==> config.mk <==
export PLATFORM = sky130hd
export DESIGN_NAME = multicycle_control_unit
export DESIGN_NICKNAME = d
export VERILOG_FILES = /design/src/rtl/mips_ctrl_pkg.sv /design/src/rtl/md_latency_counter.sv /design/src/rtl/multicycle_control_unit.sv
export SDC_FILE = /design/constraint.sdc
export NUM_CORES = 1
export LEC_CHECK = 0
export CAP_MARGIN = 40
export CELL_PAD_IN_SITES_DETAIL_PLACEMENT = 1
export CELL_PAD_IN_SITES_GLOBAL_PLACEMENT = 1
export CORE_MARGIN = 10
export CORE_UTILIZATION = 36
export DETAILED_ROUTE_END_ITERATION = 7
export GPL_TIMING_DRIVEN = 0
export PLACE_DENSITY = 0.95
export SKIP_CTS_REPAIR_TIMING = 1
export SYNTH_ARGS = -nofsm -noshare
export SYNTH_HDL_FRONTEND = slang
export SYNTH_SLANG_ARGS = --single-unit
==> constraint.sdc <==
create_clock -name clk -period 2.7 [get_ports clk]
set_input_delay 0.27 -clock clk [delete_from_list [all_inputs] [get_ports clk]]
set_output_delay 0.27 -clock clk [all_outputs]
set_load 0.005 [all_outputs]
==> src/rtl/mips_ctrl_pkg.sv <==
// Shared MIPS control encodings: opcodes, FSM state numbering and datapath select codes.
// Used by both the multicycle controller and the single-cycle decoder.
package mips_ctrl_pkg;

    localparam logic [5:0] OP_RTYPE = 6'h00;
    localparam logic [5:0] OP_J     = 6'h02;
    localparam logic [5:0] OP_JAL   = 6'h03;
    localparam logic [5:0] OP_BEQ   = 6'h04;
    localparam logic [5:0] OP_BNE   = 6'h05;
    localparam logic [5:0] OP_ADDI  = 6'h08;
    localparam logic [5:0] OP_SUBI  = 6'h0A;
    localparam logic [5:0] OP_LUI   = 6'h0F;
    localparam logic [5:0] OP_MULT  = 6'h18;
    localparam logic [5:0] OP_DIV   = 6'h1A;
    localparam logic [5:0] OP_NOT   = 6'h1C;
    localparam logic [5:0] OP_LW    = 6'h23;
    localparam logic [5:0] OP_SW    = 6'h2B;
    localparam logic [5:0] FN_JR    = 6'h08;

    typedef enum logic [3:0] {
        S_FETCH  = 4'd0,
        S_DECODE = 4'd1,
        S_MEMADR = 4'd2,
        S_MEMRD  = 4'd3,
        S_MEMWB  = 4'd4,
        S_MEMWR  = 4'd5,
        S_EXEC   = 4'd6,
        S_ALUWB  = 4'd7,
        S_IEXEC  = 4'd8,
        S_IWB    = 4'd9,
        S_BRANCH = 4'd10,
        S_JUMP   = 4'd11,
        S_MDWAIT = 4'd12,
        S_JR     = 4'd13
    } state_t;

    localparam logic [1:0] SRCB_REG = 2'b00, SRCB_FOUR = 2'b01, SRCB_SIMM = 2'b10, SRCB_SIMM4 = 2'b11;
    localparam logic [1:0] ALU_ADD  = 2'b00, ALU_SUB   = 2'b01, ALU_FUNCT = 2'b10, ALU_LUI = 2'b11;
    localparam logic [1:0] PC_ALU   = 2'b00, PC_ALUOUT = 2'b01, PC_JTGT = 2'b10, PC_RS = 2'b11;
    localparam logic [1:0] DST_RT   = 2'b00, DST_RD = 2'b01, DST_R31 = 2'b10;
    localparam logic [1:0] WB_ALU   = 2'b00, WB_MDR = 2'b01, WB_PC = 2'b10;

endpackage

==> src/rtl/md_latency_counter.sv <==
// Down-counter that times the mult/div stall; loaded at decode, zero flag ends the wait.
module md_latency_counter #(
    parameter int CNT_W = 4
) (
    input  logic             clk,
    input  logic             reset,
    input  logic             load,
    input  logic [CNT_W-1:0] load_val,
    input  logic             dec,
    output logic             zero
);

    logic [CNT_W-1:0] cnt;

    always_ff @(posedge clk or posedge reset) begin
        if (reset) begin
            cnt <= '0;
        end else if (load) begin
            cnt <= load_val;
        end else if (dec && cnt != '0) begin
            cnt <= cnt - 1'b1;
        end
    end

    assign zero = (cnt == '0);

endmodule

==> src/rtl/multicycle_control_unit.sv <==
// Multicycle MIPS controller: Moore FSM driving the shared memory/ALU datapath selects,
// with memory-ready stalls and a fixed-latency mult/div wait.
module multicycle_control_unit
    import mips_ctrl_pkg::*;
#(
    parameter int MULT_CYCLES = 4,
    parameter int DIV_CYCLES  = 8,
    parameter bit MEM_WAIT_EN = 1'b1,
    parameter int CNT_W       = 4
) (
    input  logic       clk,
    input  logic       reset,
    input  logic [5:0] opcode,
    input  logic [5:0] funct,
    input  logic       zero,
    input  logic       mem_ready,
    output logic       PCWrite,
    output logic       PCWriteCond,
    output logic       BranchNE,
    output logic       IorD,
    output logic       IRWrite,
    output logic       MemRead,
    output logic       MemWrite,
    output logic       RegWrite,
    output logic       ALUSrcA,
    output logic       HiLoWrite,
    output logic [1:0] ALUSrcB,
    output logic [1:0] ALUOp,
    output logic [1:0] PCSource,
    output logic [1:0] RegDst,
    output logic [1:0] MemtoReg,
    output logic [3:0] state,
    output logic       instr_done,
    output logic       illegal_op
);

    localparam logic [CNT_W-1:0] MULT_LD = CNT_W'(MULT_CYCLES - 1);
    localparam logic [CNT_W-1:0] DIV_LD  = CNT_W'(DIV_CYCLES - 1);

    state_t     state_q, state_d;
    logic [5:0] op_q, fn_q;
    logic       rdy, md_zero, md_load, md_dec, op_legal;
    logic       unused_ok;

    assign rdy       = MEM_WAIT_EN ? mem_ready : 1'b1;
    assign unused_ok = ^{zero, fn_q};
    assign state     = state_q;

    always_comb begin
        op_legal = 1'b1;
        case (opcode)
            OP_RTYPE, OP_LW, OP_SW, OP_BEQ, OP_BNE, OP_ADDI, OP_SUBI, OP_LUI,
            OP_J, OP_JAL, OP_MULT, OP_DIV, OP_NOT: op_legal = 1'b1;
            default: op_legal = 1'b0;
        endcase
    end

    assign md_load = (state_q == S_DECODE) && (opcode == OP_MULT || opcode == OP_DIV);
    assign md_dec  = (state_q == S_MDWAIT);

    md_latency_counter #(.CNT_W(CNT_W)) u_md_cnt (
        .clk      (clk),
        .reset    (reset),
        .load     (md_load),
        .load_val ((opcode == OP_MULT) ? MULT_LD : DIV_LD),
        .dec      (md_dec),
        .zero     (md_zero)
    );

    always_comb begin
        state_d = state_q;
        case (state_q)
            S_FETCH:  if (rdy) state_d = S_DECODE;
            S_DECODE: begin
                case (opcode)
                    OP_RTYPE:                  state_d = (funct == FN_JR) ? S_JR : S_EXEC;
                    OP_NOT:                    state_d = S_EXEC;
                    OP_LW, OP_SW:              state_d = S_MEMADR;
                    OP_BEQ, OP_BNE:            state_d = S_BRANCH;
                    OP_ADDI, OP_SUBI, OP_LUI:  state_d = S_IEXEC;
                    OP_J, OP_JAL:              state_d = S_JUMP;
                    OP_MULT, OP_DIV:           state_d = S_MDWAIT;
                    default:                   state_d = S_FETCH;
                endcase
            end
            S_MEMADR: state_d = (op_q == OP_SW) ? S_MEMWR : S_MEMRD;
            S_MEMRD:  if (rdy) state_d = S_MEMWB;
            S_MEMWR:  if (rdy) state_d = S_FETCH;
            S_EXEC:   state_d = S_ALUWB;
            S_IEXEC:  state_d = S_IWB;
            S_MDWAIT: if (md_zero) state_d = S_FETCH;
            default:  state_d = S_FETCH;
        endcase
    end

    always_ff @(posedge clk or posedge reset) begin
        if (reset) begin
            state_q <= S_FETCH;
            op_q    <= '0;
            fn_q    <= '0;
        end else begin
            state_q <= state_d;
            if (state_q == S_DECODE) begin
                op_q <= opcode;
                fn_q <= funct;
            end
        end
    end

    // Moore decode; the whole block is forced quiet while reset is high.
    always_comb begin
        PCWrite = 1'b0; PCWriteCond = 1'b0; BranchNE = 1'b0; IorD = 1'b0;
        IRWrite = 1'b0; MemRead = 1'b0; MemWrite = 1'b0; RegWrite = 1'b0;
        ALUSrcA = 1'b0; HiLoWrite = 1'b0; instr_done = 1'b0; illegal_op = 1'b0;
        ALUSrcB = SRCB_REG; ALUOp = ALU_ADD; PCSource = PC_ALU;
        RegDst = DST_RT; MemtoReg = WB_ALU;
        case (state_q)
            S_FETCH: begin
                MemRead = 1'b1; ALUSrcB = SRCB_FOUR;
                IRWrite = rdy;  PCWrite = rdy;
            end
            S_DECODE: begin
                ALUSrcB    = SRCB_SIMM4;
                illegal_op = !op_legal;
                instr_done = !op_legal;
            end
            S_MEMADR: begin ALUSrcA = 1'b1; ALUSrcB = SRCB_SIMM; end
            S_MEMRD:  begin MemRead = 1'b1; IorD = 1'b1; end
            S_MEMWB:  begin RegWrite = 1'b1; MemtoReg = WB_MDR; instr_done = 1'b1; end
            S_MEMWR:  begin MemWrite = 1'b1; IorD = 1'b1; instr_done = rdy; end
            S_EXEC:   begin ALUSrcA = 1'b1; ALUOp = ALU_FUNCT; end
            S_ALUWB:  begin RegWrite = 1'b1; RegDst = DST_RD; instr_done = 1'b1; end
            S_IEXEC: begin
                ALUSrcA = 1'b1; ALUSrcB = SRCB_SIMM;
                ALUOp   = (op_q == OP_LUI) ? ALU_LUI : (op_q == OP_SUBI) ? ALU_SUB : ALU_ADD;
            end
            S_IWB:    begin RegWrite = 1'b1; instr_done = 1'b1; end
            S_BRANCH: begin
                ALUSrcA = 1'b1; ALUOp = ALU_SUB; PCWriteCond = 1'b1;
                PCSource = PC_ALUOUT; BranchNE = (op_q == OP_BNE); instr_done = 1'b1;
            end
            S_JUMP: begin
                PCWrite = 1'b1; PCSource = PC_JTGT; instr_done = 1'b1;
                if (op_q == OP_JAL) begin
                    RegWrite = 1'b1; RegDst = DST_R31; MemtoReg = WB_PC;
                end
            end
            S_JR:     begin PCWrite = 1'b1; PCSource = PC_RS; instr_done = 1'b1; end
            S_MDWAIT: begin
                ALUSrcA = 1'b1; ALUOp = ALU_FUNCT;
                HiLoWrite = md_zero; instr_done = md_zero;
            end
            default: ;
        endcase
        if (reset) begin
            PCWrite = 1'b0; PCWriteCond = 1'b0; BranchNE = 1'b0; IorD = 1'b0;
            IRWrite = 1'b0; MemRead = 1'b0; MemWrite = 1'b0; RegWrite = 1'b0;
            ALUSrcA = 1'b0; HiLoWrite = 1'b0; instr_done = 1'b0; illegal_op = 1'b0;
            ALUSrcB = 2'b00; ALUOp = 2'b00; PCSource = 2'b00; RegDst = 2'b00; MemtoReg = 2'b00;
        end
    end

endmodule
==> reports/metrics.csv <==
stage,metric,value,unit
worst_setup_path,CP Capture Type,output pin,
placement,hpwl dp,3760,µm
worst_setup_path,Setup Crit Path Kind,flip-flop to output pin,
yosys,multiplexer share of the synthesized area,5.76,%
routing,vias per cell,5.71,
yosys,most frequent cells after synthesis,"16 x nor2_1, 15 x nor3_1, 14 x dfrtp_1",
die,full die area,6660,µm²
final_layout,post-route design area,1840,µm²
timing,Relative slew margins,69.9,%
yosys,"FF+latch count, synth",14,
placement,placed cell count,256,
timing,Min Hold Slack,0.324,ns
global_routing,busiest layer in global routing,met2,
timing,Pins Over Slew Limit,0,
clock_tree,CTS buffer count,3,
global_routing,grt met1 use,16.2,%
yosys,Post-Synth Simple-Gate Area,34.9,%
worst_hold_path,WHS Path Cells,2,
die,Die Wd,81.6,µm
timing,Tmin final,2.54,ns
global_routing,grt met3 use,2.29,%
global_routing,grt ovf,0,
timing,post-route clock period utilization,93.9,%
placement,placed cell areas,1800,µm²
placement,Port Buffers,37,
yosys,top-area cell type share of the netlist area,25.6,%
timing,final worst slack,0.165,ns
die,FP Rows,22,
die,die height,81.6,µm
global_routing,first-pass GRT wire length,7420,µm
worst_setup_path,WP data arrival,2.27,ns
yosys,Syn Area/Cell,8.00,µm²
worst_hold_path,Worst Min Path Start,opcode[4],
yosys,main flop type after synthesis,dfrtp_1,
yosys,Synth Area in XOR/XNOR,3.84,%
clock_tree,clock tree root buffer cell,clkbuf_8,
routing,first drt pass iteration count,4,
global_routing,met2 usage,25.3,%
routing,via count,1472,
worst_setup_path,R2R depth,6,
run,max-cap violations,0,
die,Core ar.,3660,µm²
placement,RePlAce Congestion,0.878,
yosys,Area contributors post-synth,"dfrtp_1 26%, mux2_2 5.8%, nor3_1 5.5%",
power_and_ir_drop,PwrDens,918,nW/µm²
yosys,syn nets,188,
clock_tree,CTS tree,done,
routing,DRC,0,
die,Initial Utilization,37.4,%
yosys,Syn. warnings,0,
routing,WL per Instance,17.9,µm
routing,Final ANT Viol Nets,0,
yosys,Yosys top cell by area,dfrtp_1,
final_layout,NumNets Final,229,
power_and_ir_drop,static leakage,0.727,nW
clock_tree,clk slew on worst S/H paths,0.06,ns
yosys,most frequent cell after synthesis,nor2_1,
yosys,"Distinct cells, synth",52,
worst_setup_path,Worst Setup SP,u_md_cnt.cnt[0]$_DFFE_PP0P_,
yosys,sequential fraction of the synthesis area,25.6,%
worst_setup_path,critical path required time,2.43,ns
final_layout,diodes inserted,0,
global_routing,initial antenna violation count,0,
yosys,Gate Count Post-Synth,171,
timing,Slew @ Worst Pin,0.448,ns
worst_setup_path,crit start category,flip-flop,
placement,post-place setup slack,0.0443,ns
final_layout,area delta synth->final,34.9,%
yosys,Post-synth EDFFs,0,
clock_tree,H-tree levels,1,
clock_tree,Longest Clk Path Bufs,2,
global_routing,largest net degree at the start of global routing,18,
routing,Initial DRC Count,126,
final_layout,area occupied by registers,350,µm²
yosys,main combinational cell family by area after synthesis,simple AND/OR/NAND/NOR gates,
final_layout,filler instances,454,
timing,FMAX,0.394,GHz
yosys,compound-cell area share of the yosys netlist,18.8,%
yosys,synthesized area,1370,µm²
final_layout,share of layout cells above drive strength 1,15.2,%
yosys,asr flop ratio synth,100,%
clock_tree,Skew-Pair Late Insertion Delay,0.25,ns
timing,Final Skew,0.00557,ns
routing,DRT Wirelength,4610,µm
worst_hold_path,Hold Path Class,input port to flip-flop,
final_layout,Multi-input gate area,880,µm²
clock_tree,TritonCTS Sinks,14,
timing,RSZ-0062 raised after global routing,no,
timing,final setup vio count,0,
worst_setup_path,reg2reg start,u_md_cnt.cnt[0]$_DFFE_PP0P_,
final_layout,fin cells,258,
die,I/O Pins,42,
power_and_ir_drop,VDD IR max,0.313,mV
timing,Final Hold Viols,0,
yosys,adder-cell share of the synthesized area,0.915,%
status,status,"finished, final reports clean",
global_routing,vias in the first global route,1507,
global_routing,gr usage total,13.9,%
worst_setup_path,Critical Path Fanout Max,4,
==> worst paths after layout <==
check                                         endpoint  slack [ns]
setup reg to reg                  state[2]$_DFFE_PP0P_        0.93
hold / removal                     op_q[4]$_DFFE_PP0P_        0.32
max in group asynchronous  u_md_cnt.cnt[1]$_DFFE_PP0P_        1.94
setup / recovery                            instr_done        0.16
hold reg to reg                    op_q[4]$_DFFE_PP0P_        0.55
min in group asynchronous          op_q[3]$_DFFE_PP0P_        0.51
==> kinds of logic (layout without fill, tap and decap cells) <==
group                      Yosys count  count (layout)
AOI/OAI and AO/OA                   36              36
xor gates and xnor gates             6               6
adders and majority gates            1               1
buffers and inverters               25              64
DFF                                 14              14
muxes                                7               7
and+or+nand+nor                     82              82
==> stage by stage <==
stage	utilization [%]	TNS, ns	total power, mW
floorplan	-	0	1.10
global placement	49.1	0	1.47
detailed placement	49.1	0	1.52
CTS	50.2	-0.202	1.70
global route	50.4	0	1.82
finish	50.4	0	1.69
==> power breakdown <==
group | internal, mW | switching (mW)
clock network | 0.0990 | 0.0769
logic | 0.546 | 0.569
registers | 0.307 | 0.0944
==> per-layer routing <==
metal | part of all wire, % | up-vias
met5 | 0 | -
met4 | 1.6 | 0
met3 | 7.9 | 5
met2 | 50 | 41
met1 | 40 | 715
li1 | - | 711
==> layout by cell type (no fill, tap or decap), types with 2 or more instances in the layout <==
| cell type | instances |
|---|---|
| mux2_2 | 7 |
| inv_1 | 9 |
| a31oi_1 | 4 |
| nand3b_1 | 4 |
| buf_2 | 5 |
| xnor2_1 | 5 |
| nor2_1 | 16 |
| and3_1 | 3 |
| and4_1 | 2 |
| nand3_1 | 4 |
| dfrtp_1 | 14 |
| nor4_1 | 2 |
| clkdlybuf4s50_1 | 36 |
| clkbuf_8 | 6 |
| o21bai_1 | 2 |
| nand4b_1 | 3 |
| nor3_1 | 15 |
| clkbuf_1 | 3 |
| o211ai_1 | 4 |
| nand4_1 | 4 |
| clkbuf_2 | 2 |
| a21oi_1 | 5 |
| o22ai_1 | 2 |
| a32oi_1 | 2 |
| nand2_1 | 11 |
| o21ai_0 | 7 |
| nand2b_1 | 5 |
==> registers in the layout, indices dropped and copies added, names as in the netlist <==
name / count
state: 4
op_q: 6
u_md_cnt.cnt: 4
==> critical path, cell delays in order (launching register included) <==
cell and delay [ns]:
dfrtp_1 0.39, inv_1 0.11, ha_1 0.21, or3b_4 0.42, a31o_1 0.23, or4_4 0.45
o211ai_2 0.07, dlymetal6s2s_1 0.15
==> cell type report <==
type,instances,share of cell area (%)
clock buffers,3,2.24
flip-flops and latches,14,19.0
well taps,48,3.26
inverters,10,2.24
repair buffers,37,20.2
multi-input cells,132,47.7
plain buffers,14,5.36
Power figures use the tool's default switching activity.
